$ cat src/rtl/mapper_ascii_gen.sv
// ASCII-family MegaROM mapper (8 KB or 16 KB banks) with registered memory-side outputs.
// Optional SRAM banking is compiled in with `define MAPPER_GEN_SRAM_EN.
module mapper_ascii_gen #(
  parameter int unsigned BANK_BITS  = 13,
  parameter int unsigned BANK_REG_W = 8,
  parameter int unsigned SRAM_BIT   = 7
) (
  input  logic                    clk,
  input  logic                    reset,
  input  logic                    cs,
  input  logic                    mreq,
  input  logic                    rd,
  input  logic                    wr,
  input  logic [15:0]             addr,
  input  logic [7:0]              data,
  input  logic [24:0]             rom_size,
  input  logic [26:0]             base_ram,
  input  logic [15:0]             sram_size,
  input  logic [26:0]             sram_base,
  output logic [26:0]             out_addr,
  output logic                    out_ram_cs,
  output logic                    out_sram_cs,
  output logic                    out_rnw,
  output logic [4*BANK_REG_W-1:0] bank_dbg
);

  localparam int unsigned NUM_WIN = 32'h8000 >> BANK_BITS;

  generate
    if (BANK_BITS != 13 && BANK_BITS != 14) begin : g_bad_bank_bits
      $error("mapper_ascii_gen: BANK_BITS must be 13 or 14");
    end
    if (SRAM_BIT >= BANK_REG_W) begin : g_bad_sram_bit
      $error("mapper_ascii_gen: SRAM_BIT must lie inside the bank register");
    end
  endgenerate

  logic [BANK_REG_W-1:0] bank_q [4];
  logic                  prev_wr_q;
  logic                  post_reset_q;

  logic                  wr_req;
  logic                  wr_acc;
  logic                  win_valid;
  logic                  reg_range;
  logic                  reg_hit;
  logic                  access;
  logic [1:0]            win;
  logic [1:0]            reg_win;
  logic [BANK_REG_W-1:0] cur_bank;
  logic [BANK_REG_W-1:0] rom_bank;
  logic [24:0]           rom_last;
  logic [26:0]           rom_mask;
  logic [26:0]           rom_off;
  logic [26:0]           page;
  logic [26:0]           rom_addr;
  logic [26:0]           nxt_addr;
  logic                  nxt_ram_cs;
  logic                  nxt_sram_cs;

  assign wr_req    = cs & mreq & wr;
  // The first cycle after reset only loads prev_wr, so a write held across reset cannot commit.
  assign wr_acc    = wr_req & ~prev_wr_q & ~post_reset_q;
  assign win_valid = addr[15] ^ addr[14];
  assign reg_hit   = wr & (addr[15:13] == 3'b011);

  always_comb begin
    win       = 2'b00;
    reg_win   = 2'b00;
    reg_range = 1'b0;
    if (BANK_BITS == 13) begin
      win       = {addr[15], addr[13]};
      reg_win   = addr[12:11];
      reg_range = (addr[15:13] == 3'b011);
    end else begin
      win       = {1'b0, addr[15]};
      reg_win   = {1'b0, addr[12]};
      reg_range = (addr[15:13] == 3'b011) & ~addr[11];
    end
  end

  assign cur_bank = bank_q[win];
  assign rom_last = rom_size - 25'd1;
  assign rom_mask = {2'b00, rom_last >> BANK_BITS};
  assign page     = {{(27 - BANK_BITS){1'b0}}, addr[BANK_BITS-1:0]};
  assign access   = cs & mreq & (rd | wr) & win_valid & ~reg_hit;

`ifdef MAPPER_GEN_SRAM_EN
  logic        sram_sel;
  logic [15:0] sram_mask;
  logic [15:0] sram_page;
  logic [26:0] sram_addr;

  always_comb begin
    rom_bank           = cur_bank;
    rom_bank[SRAM_BIT] = 1'b0;
  end

  assign sram_sel    = cur_bank[SRAM_BIT] & (sram_size != 16'd0);
  assign sram_mask   = sram_size - 16'd1;
  // SRAM smaller than a bank mirrors across the whole window.
  assign sram_page   = {{(16 - BANK_BITS){1'b0}}, addr[BANK_BITS-1:0]} & sram_mask;
  assign sram_addr   = sram_base + {11'd0, sram_page};
  assign nxt_ram_cs  = access & ~sram_sel & ~wr;
  assign nxt_sram_cs = access & sram_sel & (~wr | addr[15]);
  assign nxt_addr    = sram_sel ? sram_addr : rom_addr;
`else
  logic unused_sram;

  assign rom_bank    = cur_bank;
  assign unused_sram = ^{sram_size, sram_base};
  assign nxt_ram_cs  = access & ~wr;
  assign nxt_sram_cs = 1'b0;
  assign nxt_addr    = rom_addr;
`endif

  assign rom_off  = ({{(27 - BANK_REG_W){1'b0}}, rom_bank} & rom_mask) << BANK_BITS;
  assign rom_addr = base_ram + rom_off + page;

  always_ff @(posedge clk) begin
    if (reset) begin
      for (int i = 0; i < 4; i++) begin
        bank_q[i] <= '0;
      end
      prev_wr_q    <= 1'b0;
      post_reset_q <= 1'b1;
      out_addr     <= '0;
      out_ram_cs   <= 1'b0;
      out_sram_cs  <= 1'b0;
      out_rnw      <= 1'b1;
    end else begin
      prev_wr_q    <= wr_req;
      post_reset_q <= 1'b0;
      if (wr_acc && reg_range) begin
        bank_q[reg_win] <= data[BANK_REG_W-1:0];
      end
      out_addr    <= nxt_addr;
      out_ram_cs  <= nxt_ram_cs;
      out_sram_cs <= nxt_sram_cs;
      out_rnw     <= ~wr;
    end
  end

  always_comb begin
    bank_dbg = '0;
    for (int unsigned i = 0; i < NUM_WIN; i++) begin
      bank_dbg[i*BANK_REG_W +: BANK_REG_W] = bank_q[i];
    end
  end

endmodule

$ cat config.mk
export PLATFORM = sky130hd
export DESIGN_NAME = mapper_ascii_gen
export DESIGN_NICKNAME = d
export VERILOG_FILES = /design/src/rtl/mapper_ascii_gen.sv
export SDC_FILE = /design/constraint.sdc
export NUM_CORES = 1
export LEC_CHECK = 0
export ABC_AREA = 0
export CAP_MARGIN = 20
export CORE_UTILIZATION = 50
export DETAILED_ROUTE_END_ITERATION = 10
export DONT_BUFFER_PORTS = 1
export GPL_ROUTABILITY_DRIVEN = 0
export PLACE_DENSITY = 0.68
export SLEW_MARGIN = 20
export SYNTH_ARGS = -nofsm -noshare
export SYNTH_HDL_FRONTEND = slang
export SYNTH_SLANG_ARGS = --single-unit
$ cat constraint.sdc
create_clock -name clk -period 3.15 [get_ports clk]
set_input_delay 0.4725 -clock clk [delete_from_list [all_inputs] [get_ports clk]]
set_output_delay 0.4725 -clock clk [all_outputs]
set_load 0.05 [all_outputs]
==> results of run 1 <==
final cells by class:
cell class	instances	share of cell area
Tap cell	99	0.0269
Timing Repair Buffer	62	0.101
Clock buffer	10	0.0277
Sequential cell	63	0.343
Multi-Input combinational cell	294	0.474
Clock inverter	6	0.0185
Inverter	10	0.00815
placed cells by master (no fill, tap or decap), types with 3 or more instances in the layout:
cell      netlist  layout
o211ai_1        3       3
or2_2           3       3
a21o_1          5       5
and2_1         38      38
xnor2_1         9       9
a211oi_1        4       4
ha_1           21      20
buf_4           3      62
inv_1          10      10
nor2_1         34      34
a21boi_0        3       3
o21ai_1         2       5
edfxtp_1       32      32
o21ai_0        13      10
and3_1          4       4
nor3_1          6       5
a21oi_1        24      23
a21o_2          3       3
xor2_1          8       8
mux4_2          8       8
mux2_2          7       7
clkbuf_8        1       9
nor2b_1        11      11
nand2b_1        3       3
nand4_1         6       6
nand3_1         7       7
nor3b_1         3       3
nand2_1        13      13
dfxtp_1        31      31
nor4_1          5       5
o21a_1          9       9
a31oi_1         3       3
power groups by stage:
stage / logic, mW / registers [mW] / clock network (mW)
global route: 0.435 / 1.07 / 0.809
floorplan: 0.270 / 1.12 / 0
CTS: 0.391 / 1.07 / 0.769
finish: 0.395 / 1.07 / 0.762
detailed placement: 0.389 / 1.09 / 0
global placement: 0.382 / 1.08 / 0
cell usage after synthesis, types with 8 or more instances:
library cell  number
a21oi_1           24
and2_1            38
dfxtp_1           31
edfxtp_1          32
ha_1              21
inv_1             10
mux4_2             8
nand2_1           13
nor2_1            34
nor2b_1           11
o21a_1             9
o21ai_0           13
xnor2_1            9
xor2_1             8
worst max-delay path, cell delays in order:
cell       delay [ns]
nor4_1           0.24
and4b_1          0.24
nand2_1          0.07
or3_4            0.34
o21ai_1          0.13
a21boi_0         0.10
ha_1             0.35
buf_4            0.16
and4_1           0.16
and2_4           0.16
a2bb2oi_1        0.13
a21boi_0         0.12
a31oi_1          0.20
mux2_1           0.34
routing by layer:
layer | vias to the layer above | part of all wire | track usage
li1 | 1510 | - | -
met1 | 1492 | 0.39 | 0.255
met2 | 117 | 0.51 | 0.427
met3 | 26 | 0.077 | 0.0787
met4 | 0 | 0.028 | 0.106
met5 | - | 0 | 0
kinds of logic after synthesis:
| logic type | synth area share |
|---|---|
| and+or+nand+nor | 0.217 |
| xor gates and xnor gates | 0.0386 |
| adders and majority gates | 0.0733 |
| AOI/OAI and AO/OA | 0.152 |
| other | 0.000972 |
| muxes | 0.0768 |
| DFF | 0.410 |
| buffers and inverters | 0.0311 |
registers in the layout (all words and copies together), names as in the netlist:
register / cells
bank_q: 32
out_addr: 27
out_ram_cs: 1
out_rnw: 1
post_reset_q: 1
prev_wr_q: 1
final timing paths:
| check | slack [ns] | depth (start not counted) | end |
|---|---|---|---|
| max reg2reg | 0.38 | 10 | out_addr[24] |
| max | 0.13 | 14 | out_addr[24] |
| min reg2reg | 1.05 | 4 | bank_q[3][0] |
| min | 0.15 | 0 | post_reset_q |
metrics by stage:
step | setup slack, ns | util | cell area [sq um]
floorplan | 0.0278 | - | 3890
global placement | -0.228 | 0.595 | 4380
detailed placement | -0.239 | 0.595 | 4380
CTS | 0.115 | 0.624 | 4600
global route | 0.0141 | 0.625 | 4610
finish | 0.132 | 0.625 | 4610
repair_timing:
item / 4_1_cts / 5_1_grt
setup endpoints to repair: 0 / 3
resized for setup: 0 / 3
buffers inserted: 0 / 1
==> key figures, run 1 <==
Finish
  – Fillers: roughly 640
  – Layout net count: 587
  – Layout cells sized above 1: 0.261
  – Area of the multi-input gates: between 2000 and 2500 sq um
  – Final Non-Filler Cells: 544
  – Area delta synth->final: 19.4%
  – Reg area: between 1500 and 2000 sq um
  – Number of diodes: 0

Power
  – Tot Pwr: approximately 2.2 mW
  – Total leakage power: ~2 nW
  – Clk pwr share: 0.343
  – Sw power: between 0.6 and 0.7 mW
  – Net Sw Frac: 0.311
  – Comb power frac: 0.178
  – Peak supply drop: between 0.2 and 0.3 mV
  – Sequential power share: 0.480
  – PD cells: roughly 480 nW/um^2
  – P_int: 1.53 mW

Critical path
  – Crit Path Class: in2reg
  – Crit path required time: 3.38 ns
  – CP endpoint kind: flop
  – Worst path arrival time: 3.24 ns
  – Crit path max fanout: 5
  – Critical Path Source Type: input pin
  – R2r startpoint: bank_q[3][3]
  – Setup crit start: rom_size[7]

Synthesis
  – Yosys warning total: 0
  – Yosys top cell area share: 0.249
  – Ys flop type: edfxtp_1
  – Post-synth cell types: 67
  – Dominant cells by area after synthesis: edfxtp_1, dfxtp_1, ha_1
  – Register bit total from synthesis: between 60 and 70
  – Ys async rst share: 0
  – Synth Instances: around 380
  – Number of synthesized flops with an enable pin: 32
  – Register area share after synthesis: 0.410
  – Netlist Area Pre-Place: between 3000 and 4000 sq um
  – Syn nets: around 530
  – Largest area contributor in the netlist: edfxtp_1
  – Syn avg cell area: around 10 sq um

STA
  – Worst hold slack: 0.155 ns
  – Final Setup Violations: 0
  – RSZ-0062 raised after global routing: false
  – Final setup skew: between 0.006 and 0.007 ns
  – Tmin final: 3.02 ns
  – Fin crit share: 0.958
  – Final slew viol count: 0
  – Final Hold Viols: 0
  – Max-slew headroom: 0.595
  – Slew @ Worst Pin: 0.603 ns
  – Sum Neg Setup Slack: 0 ns
  – Top achievable clock speed: roughly 330 MHz

Clocking
  – Clk sinks: 63
  – Worst skew pair latency: 0.34 ns
  – H-tree levels: 3
  – Clk root buf: clkbuf_8
  – Clock-pin slew on the worst setup and hold paths: approximately 0.070 ns
  – CTS Buf Count: 9
  – Clock buffer depth: 2
  – TritonCTS clock tree: yes
  – CTS hold repair buffers: 0

Detailed routing
  – Pre-Repair DR Iteration Count: 4
  – DR iter-0 viols: approximately 120
  – Routed vias: approximately 3,100
  – Drt wl/cell: roughly 17 um
  – Drt total wl: around 9400 um
  – DRT antenna net count: 0
  – DR vias/cell: 5.78
  – Residual DRC: 0

Floorplan
  – Die height: 89.9 um
  – Die area: 8070 sq um
  – Placeable core area: around 7400 sq um
  – Starting Density: 0.524
  – Cell row count: 31
  – Die width: 89.9 um
  – # IOs: between 150 and 200

Placed design
  – DP HPWL: approximately 7300 um
  – Port Buffers: 0
  – Dpl cells: 527

GRT
  – Tot GR Track Use: 0.238
  – Vias in the first global route: roughly 3,100
  – Number of antenna violations at the first check in global routing: 0
  – Global-route wire length before repair: around 15,000 um
  – Largest net degree at the start of global routing: 47
  – Total gr overflow: 0

Job
  – Max-cap violations: 0

Worst hold path
  – Worst Hold Launch: reset
  – Worst Hold Class: in2reg

Outcome
  – Outcome: finished clean
No activity file was read; power rests on OpenSTA's default activity.
==> run 2, diff against run 1 <==
--- a/config.mk
+++ b/config.mk
@@ -6,6 +6,7 @@
 export NUM_CORES = 1
 export LEC_CHECK = 0
 export ABC_AREA = 0
+export ABC_CLOCK_PERIOD_IN_PS = 3150
 export CAP_MARGIN = 20
 export CORE_UTILIZATION = 50
 export DETAILED_ROUTE_END_ITERATION = 10
==> results of run 2 <==
No change in the layout: final DEF, timing and power equal those of run 1.
